File: config.mk
export PLATFORM = sky130hd
export DESIGN_NAME = uart_tx_fifo_flat
export DESIGN_NICKNAME = d
export VERILOG_FILES = /design/src/rtl/uart_tx_fifo_if.sv /design/src/rtl/uart_tx_fifo.sv /design/src/flat_wrapper.sv
export SDC_FILE = /design/constraint.sdc
export NUM_CORES = 1
export LEC_CHECK = 0
export BUFFER_PORTS_ARGS = -buffer_cell sky130_fd_sc_hd__buf_2
export CAP_MARGIN = 30
export CELL_PAD_IN_SITES_DETAIL_PLACEMENT = 1
export CELL_PAD_IN_SITES_GLOBAL_PLACEMENT = 1
export CORE_ASPECT_RATIO = 1.75
export CORE_MARGIN = 1.5
export CORE_UTILIZATION = 40
export CTS_CLUSTER_DIAMETER = 50
export CTS_CLUSTER_SIZE = 40
export DETAILED_ROUTE_END_ITERATION = 10
export MAX_ROUTING_LAYER = met4
export PLACE_DENSITY = 0.71
export SETUP_SLACK_MARGIN = 0.02
export SLEW_MARGIN = 0
export SYNTH_ARGS = -nofsm -noshare
export SYNTH_HDL_FRONTEND = slang
export SYNTH_SLANG_ARGS = --single-unit
File: constraint.sdc
create_clock -name clock -period 3.9 [get_ports clock]
set_clock_uncertainty 0.05 [all_clocks]
set_input_delay 0.78 -clock clock [delete_from_list [all_inputs] [get_ports clock]]
set_output_delay 0.78 -clock clock [all_outputs]
set_load 0.05 [all_outputs]
File: src/rtl/uart_tx_fifo_if.sv
// ----------------------------------------------------------------------------
// uart_tx_fifo_if
// Producer-side bundle of the UART transmitter with byte FIFO.
//   wr_valid   producer has a byte on wr_data
//   wr_data    byte to transmit
//   wr_ready   FIFO can accept a byte this cycle
//   tx         serial line, idle high
//   busy       frame in progress or FIFO non-empty
//   fifo_count bytes currently queued (0..FIFO_DEPTH)
// master = producer side, slave = transmitter side.
// ----------------------------------------------------------------------------
interface uart_tx_fifo_if #(
    parameter int FIFO_DEPTH = 16
);
    localparam int CW = $clog2(FIFO_DEPTH) + 1;

    logic          wr_valid;
    logic [7:0]    wr_data;
    logic          wr_ready;
    logic          tx;
    logic          busy;
    logic [CW-1:0] fifo_count;

    modport master (
        output wr_valid, wr_data,
        input  wr_ready, tx, busy, fifo_count
    );

    modport slave (
        input  wr_valid, wr_data,
        output wr_ready, tx, busy, fifo_count
    );
endinterface

File: src/rtl/uart_tx_fifo.sv
// ----------------------------------------------------------------------------
// uart_tx_fifo
// 8N1 (or 8N2) UART transmitter fed by a byte FIFO. Bytes pushed with
// valid/ready are serialised LSB first on a registered tx line.
// Optional feature macro: UART_TX_PARITY_EN inserts an even-parity bit
// between the data bits and the stop bit(s).
// Ports:
//   clock   system clock, everything on posedge
//   resetb  asynchronous active-low reset
//   bus     uart_tx_fifo_if.slave (wr_valid, wr_data, wr_ready, tx, busy,
//           fifo_count)
// ----------------------------------------------------------------------------
module uart_tx_fifo #(
    parameter int CLK_FREQ   = 50000000,
    parameter int BAUD_RATE  = 115200,
    parameter int FIFO_DEPTH = 16,
    parameter int STOP_BITS  = 1
) (
    input  logic             clock,
    input  logic             resetb,
    uart_tx_fifo_if.slave    bus
);
    localparam int DIVISOR = CLK_FREQ / BAUD_RATE;
    localparam int BW      = $clog2(DIVISOR + 1);
    localparam int AW      = $clog2(FIFO_DEPTH);
    localparam int CW      = AW + 1;

`ifdef UART_TX_PARITY_EN
    typedef enum logic [2:0] {
        ST_IDLE   = 3'd0,
        ST_START  = 3'd1,
        ST_DATA   = 3'd2,
        ST_STOP   = 3'd3,
        ST_PARITY = 3'd4
    } state_t;

    function automatic logic even_parity(input logic [7:0] d);
        return ^d;
    endfunction
`else
    typedef enum logic [2:0] {
        ST_IDLE  = 3'd0,
        ST_START = 3'd1,
        ST_DATA  = 3'd2,
        ST_STOP  = 3'd3
    } state_t;
`endif

    state_t        state_q, state_d;
    logic [BW-1:0] baud_q, baud_d;
    logic [2:0]    bit_q, bit_d;      // data bit index, reused as stop-bit index
    logic [7:0]    shreg_q, shreg_d;
    logic          tx_q, tx_d;

    logic [7:0]    mem_q [FIFO_DEPTH];
    logic [AW-1:0] wr_ptr_q, rd_ptr_q;
    logic [CW-1:0] count_q;

    logic          wr_ready_s;
    logic          push_s;
    logic          pop_s;
    logic          baud_wrap_s;

    assign wr_ready_s  = (count_q != CW'(FIFO_DEPTH));
    assign push_s      = bus.wr_valid & wr_ready_s;
    assign baud_wrap_s = (baud_q == BW'(DIVISOR - 1));

    // Frame sequencer: next state, baud counter, bit index, tx level and pop.
    always_comb begin
        state_d = state_q;
        baud_d  = baud_q;
        bit_d   = bit_q;
        shreg_d = shreg_q;
        tx_d    = tx_q;
        pop_s   = 1'b0;
        case (state_q)
            ST_IDLE: begin
                baud_d = {BW{1'b0}};
                if (count_q != {CW{1'b0}}) begin
                    pop_s   = 1'b1;
                    shreg_d = mem_q[rd_ptr_q];
                    tx_d    = 1'b0;
                    state_d = ST_START;
                end else begin
                    tx_d = 1'b1;
                end
            end
            ST_START: begin
                if (baud_wrap_s) begin
                    baud_d  = {BW{1'b0}};
                    bit_d   = 3'd0;
                    tx_d    = shreg_q[0];
                    state_d = ST_DATA;
                end else begin
                    baud_d = baud_q + BW'(1);
                end
            end
            ST_DATA: begin
                if (baud_wrap_s) begin
                    baud_d = {BW{1'b0}};
                    if (bit_q == 3'd7) begin
                        bit_d = 3'd0;
`ifdef UART_TX_PARITY_EN
                        tx_d    = even_parity(shreg_q);
                        state_d = ST_PARITY;
`else
                        tx_d    = 1'b1;
                        state_d = ST_STOP;
`endif
                    end else begin
                        bit_d = bit_q + 3'd1;
                        tx_d  = shreg_q[3'(bit_q + 3'd1)];
                    end
                end else begin
                    baud_d = baud_q + BW'(1);
                end
            end
`ifdef UART_TX_PARITY_EN
            ST_PARITY: begin
                if (baud_wrap_s) begin
                    baud_d  = {BW{1'b0}};
                    bit_d   = 3'd0;
                    tx_d    = 1'b1;
                    state_d = ST_STOP;
                end else begin
                    baud_d = baud_q + BW'(1);
                end
            end
`endif
            ST_STOP: begin
                if (baud_wrap_s) begin
                    baud_d = {BW{1'b0}};
                    if (bit_q == 3'(STOP_BITS - 1)) begin
                        // Chain straight into the next start bit when data is waiting.
                        if (count_q != {CW{1'b0}}) begin
                            pop_s   = 1'b1;
                            shreg_d = mem_q[rd_ptr_q];
                            tx_d    = 1'b0;
                            state_d = ST_START;
                        end else begin
                            tx_d    = 1'b1;
                            state_d = ST_IDLE;
                        end
                    end else begin
                        bit_d = bit_q + 3'd1;
                    end
                end else begin
                    baud_d = baud_q + BW'(1);
                end
            end
            default: begin
                state_d = ST_IDLE;
                baud_d  = {BW{1'b0}};
                bit_d   = 3'd0;
                tx_d    = 1'b1;
            end
        endcase
    end

    // Frame sequencer registers; reset forces the line back to idle high.
    always_ff @(posedge clock or negedge resetb) begin
        if (!resetb) begin
            state_q <= ST_IDLE;
            baud_q  <= {BW{1'b0}};
            bit_q   <= 3'd0;
            shreg_q <= 8'h00;
            tx_q    <= 1'b1;
        end else begin
            state_q <= state_d;
            baud_q  <= baud_d;
            bit_q   <= bit_d;
            shreg_q <= shreg_d;
            tx_q    <= tx_d;
        end
    end

    // FIFO storage; only written on an accepted push, so wr_data is don't-care otherwise.
    always_ff @(posedge clock) begin
        if (push_s) begin
            mem_q[wr_ptr_q] <= bus.wr_data;
        end else begin
            mem_q[wr_ptr_q] <= mem_q[wr_ptr_q];
        end
    end

    // FIFO pointers (wrap naturally) and occupancy counter.
    always_ff @(posedge clock or negedge resetb) begin
        if (!resetb) begin
            wr_ptr_q <= {AW{1'b0}};
            rd_ptr_q <= {AW{1'b0}};
            count_q  <= {CW{1'b0}};
        end else begin
            if (push_s) begin
                wr_ptr_q <= wr_ptr_q + AW'(1);
            end else begin
                wr_ptr_q <= wr_ptr_q;
            end
            if (pop_s) begin
                rd_ptr_q <= rd_ptr_q + AW'(1);
            end else begin
                rd_ptr_q <= rd_ptr_q;
            end
            case ({push_s, pop_s})
                2'b10:   count_q <= count_q + CW'(1);
                2'b01:   count_q <= count_q - CW'(1);
                default: count_q <= count_q;
            endcase
        end
    end

    assign bus.tx         = tx_q;
    assign bus.wr_ready   = wr_ready_s;
    assign bus.fifo_count = count_q;
    assign bus.busy       = (state_q != ST_IDLE) | (count_q != {CW{1'b0}});

endmodule
File: src/flat_wrapper.sv
// flat-port wrapper written by rule: the top's interface ports become plain ports
module uart_tx_fifo_flat 
#(
    parameter int CLK_FREQ   = 50000000,
    parameter int BAUD_RATE  = 115200,
    parameter int FIFO_DEPTH = 16,
    parameter int STOP_BITS  = 1
)
  (clock, resetb, bus_wr_valid, bus_wr_data, bus_wr_ready, bus_tx, bus_busy, bus_fifo_count);
  uart_tx_fifo_if #(.FIFO_DEPTH(FIFO_DEPTH)) bus_i ();
  input  logic clock;
  input  logic resetb;
  input wire logic [$bits(bus_i.wr_valid)-1:0] bus_wr_valid;
  input wire logic [$bits(bus_i.wr_data)-1:0] bus_wr_data;
  output wire logic [$bits(bus_i.wr_ready)-1:0] bus_wr_ready;
  output wire logic [$bits(bus_i.tx)-1:0] bus_tx;
  output wire logic [$bits(bus_i.busy)-1:0] bus_busy;
  output wire logic [$bits(bus_i.fifo_count)-1:0] bus_fifo_count;
  assign bus_i.wr_valid = bus_wr_valid;
  assign bus_i.wr_data = bus_wr_data;
  assign bus_wr_ready = bus_i.wr_ready;
  assign bus_tx = bus_i.tx;
  assign bus_busy = bus_i.busy;
  assign bus_fifo_count = bus_i.fifo_count;
  uart_tx_fifo #(.CLK_FREQ(CLK_FREQ), .BAUD_RATE(BAUD_RATE), .FIFO_DEPTH(FIFO_DEPTH), .STOP_BITS(STOP_BITS)) u_core (.clock(clock), .resetb(resetb), .bus(bus_i));
endmodule
==> flow_summary.toml <==
[timing]
worst_slack_ns = 0.563
fin_crit_sh_pct = 85.6
worst_slew_pin_slew_ns = 0.952
timing.setup.tns_ns = 0
max_freq_mhz = 300
rsz0062_at_grt = "no"
fin_crit_ns = 3.34
finalHoldViolCount = 0
slew_headroom_pct = 36.3
drv_slew = 0
setup_viol = 0

[setup_path]
startpoint_type = "flop"
max_stage_delay_ns = 0.47
cp.required_ns = 4.20
critPathTopFamily = "simple AND/OR/NAND/NOR gates"
crit_path_cell_trace = "or3_1 > or3b_2 > and2_1 > inv_1 > ha_1 > xor2_1 > ha_1 > a21boi_0 > o221ai_1 > a21o_1 > a21oi_1 > xor2_1"
criticalPathCategory = "flop to flop"
path_buf_inv = 1
rr_worst_depth = 12
path_max_fanout = 9
crit_arrival_ns = 3.63
end_kind = "flop"
worst-path-stages = 12
worst_path_max_delay_cell = "or3b_2"

[global_routing]
grt_antenna_before_repair = 0
busiest_layer = "met2"
use_met3_pct = 3.43
grtUsageMet2_pct = 34.1
grt_max_degree = 37
grt_pass1_vias = 4119
track_usage_pct = 18.5
grt_use_met1_pct = 19.3
grt_pass1_wl_um = 23400
grt_overflow_total = 0

[logic_synthesis]
synth_warnings = 0
netlist_instances = 430
syn_area_per_cell_sq_um = 16.3
synth_fa_ha_area_share_pct = 3.22
synth_nets = 459
synthArstFlopShare_pct = 22.0
synth_cell_types = 46
synth_compound_area_share_pct = 5.67
syn_area_sq_um = 7000
seq_area_frac_synth_pct = 67.8
muxShareOfSynthArea_pct = 12.1
yosys.area_share.xor_xnor_pct = 2.00
synth_edf_count = 128
yosys.area_share.simple_pct = 7.26
synth_top_family_by_area = "multiplexers"
synth_seq_cells = 164
synthFlopType = "edfxtp_1"

[cells_and_area]
multi_input_area_sq_um = 2120
nNetsFinal = 488
seq_area_sq_um = 4750
fill_cells = 1701
n_antenna_cell = 0
area_delta_synth_final_pct = 14.1
drive_gt1_share_pct = 24.2

[routing]
ant_nets = 0
vias = 3745
vias_per_cell = 5.36
first_pass_iters = 4
drtIter0Drc = 139
drcViolationCount = 0
routedWlPerCell_um = 21.5
totalWireLength_um = 15000

[clock_network]
cts_setup_buffers = 0
cts_tree = "done"
clock_path_buffers = 2
clkTransAtPathRegs_ns = 0.07
clk_latency_ns = 0.42
h-tree-depth = 4
cts_resized = 0
postCtsHoldBufs = 0
cts_root_buf = "clkbuf_16"
cts_buffers = 17
cts_sinks = 164

[floorplan]
std_cell_rows = 63
die_area_sq_um = 18300
io_pins = 19
die_h_um = 178
core_area_sq_um = 17000
start_util_pct = 41.1
chipWidth_um = 103

[power]
pwr-share-clk_pct = 27.7
leakage_uw = 0.00277
combPwrFrac_pct = 31.4
p_sw_uw = 2160
power.share.switching_pct = 34.8
p_int_uw = 4050
vdd_drop_max_uv = 376
pwr-share-seq_pct = 40.8
powerDensity_nw_per_um2 = 777

[place]
io_buffers = 18
place_ws_ns = 0.589
gp_congestion = 0.746
hpwlAfterDp_um = 10400

[job]
maxCapViolCount = 0

[run_status]
outcome = "finished, final reports clean"

[min_path]
hp-class = "input pin to async pin"
## per-layer routing
| metal | vias up | part of all wire, % |
|---|---|---|
| met5 | - | 0 |
| met4 | 0 | 1.6 |
| met3 | 11 | 2.1 |
| met2 | 45 | 59 |
| met1 | 1982 | 37 |
| li1 | 1707 | - |
## cells by family after synthesis
family          Yosys count
flops                   164
simple gates             93
compound gates           59
mux                      49
buf+inv                  31
fa+ha+maj                18
xor+xnor                 16
## power by group through the flow
stage               clock, uW  combinational [uW]  sequential (uW)
global route             1810                2140             2580
finish                   1720                1950             2530
detailed placement          0                1960             2570
global placement            0                1870             2530
CTS                      1760                1980             2540
floorplan                   0                1510             2460
## cells in the mapped netlist (all sizes together), types with 9 or more instances
master | n | area share (%)
nand2 | 14 | 0.75
inv | 12 | 0.64
nor2b | 16 | 1.4
buf | 12 | 0.91
xnor2 | 9 | 1.1
edfxtp | 128 | 55
mux4 | 27 | 8.7
a211oi | 9 | 0.97
nor2 | 30 | 1.7
a21oi | 20 | 1.6
mux2i | 9 | 1.3
mux2 | 13 | 2.1
dfrtp | 35 | 13
o21ai | 11 | 0.79
ha | 18 | 3.2
## cell usage in the layout, fill, tap and decap left out, drive strengths merged, types with 2 or more instances in the layout
master | synthesis | routed
xor2 | 7 | 7
clkbuf | 7 | 17
mux2 | 13 | 13
a2111oi | 7 | 7
dfrtp | 35 | 35
nand2 | 14 | 14
nand2b | 6 | 6
o21ai | 11 | 11
buf | 12 | 29
xnor2 | 9 | 9
or3 | 5 | 5
edfxtp | 128 | 128
nor3 | 7 | 7
a21o | 3 | 3
a211oi | 9 | 9
a21oi | 20 | 20
inv | 12 | 22
mux4 | 27 | 27
nand3 | 4 | 4
nor2b | 16 | 16
mux2i | 9 | 9
bufinv | 0 | 2
clkinv | 0 | 3
ha | 18 | 18
nand4 | 5 | 5
nor2 | 30 | 30
## state kept, by name, indices dropped and copies added (netlist names), 2 cells and up
name,count
u_core.mem_q,128
u_core.baud_q,9
u_core.shreg_q,8
u_core.bus.fifo_count,5
u_core.rd_ptr_q,4
u_core.wr_ptr_q,4
u_core.bit_q,3
u_core.state_q,2
## final timing paths
| path | startpoint | end | slack (ns) |
|---|---|---|---|
| max in group asynchronous | resetb | u_core.rd_ptr_q[2] | 2.82 |
| worst max register to register | u_core.bus.fifo_count[0] | u_core.bus.fifo_count[4] | 0.56 |
| min in group clock | u_core.baud_q[0] | u_core.baud_q[0] | 0.48 |
| worst max-delay path | u_core.bus.fifo_count[0] | u_core.bus.fifo_count[4] | 0.56 |
| worst min register to register | u_core.baud_q[0] | u_core.baud_q[0] | 0.48 |
| worst min-delay path | resetb | u_core.bus.fifo_count[2] | 0.40 |
## stage by stage
stage	total power [uW]	area [sq um]	hold slack, ns	instances	utilization [%]
floorplan	3970	7000	0.425	430	-
global placement	4410	7360	0.461	665	43.2
detailed placement	4530	7360	0.472	665	43.2
CTS	6280	7970	0.423	697	46.8
global route	6530	7980	0.457	699	46.9
finish	6200	7980	0.403	699	46.9
## final cells by class
class                   count  area share, %
inverters                  12          0.564
flip-flops and latches    164           59.5
clock buffers              17           5.33
multi-input cells         235           26.6
clock inverters            15           2.30
repair buffers             29           2.16
well taps                 227           3.56
(Power assumes the default switching activity.)
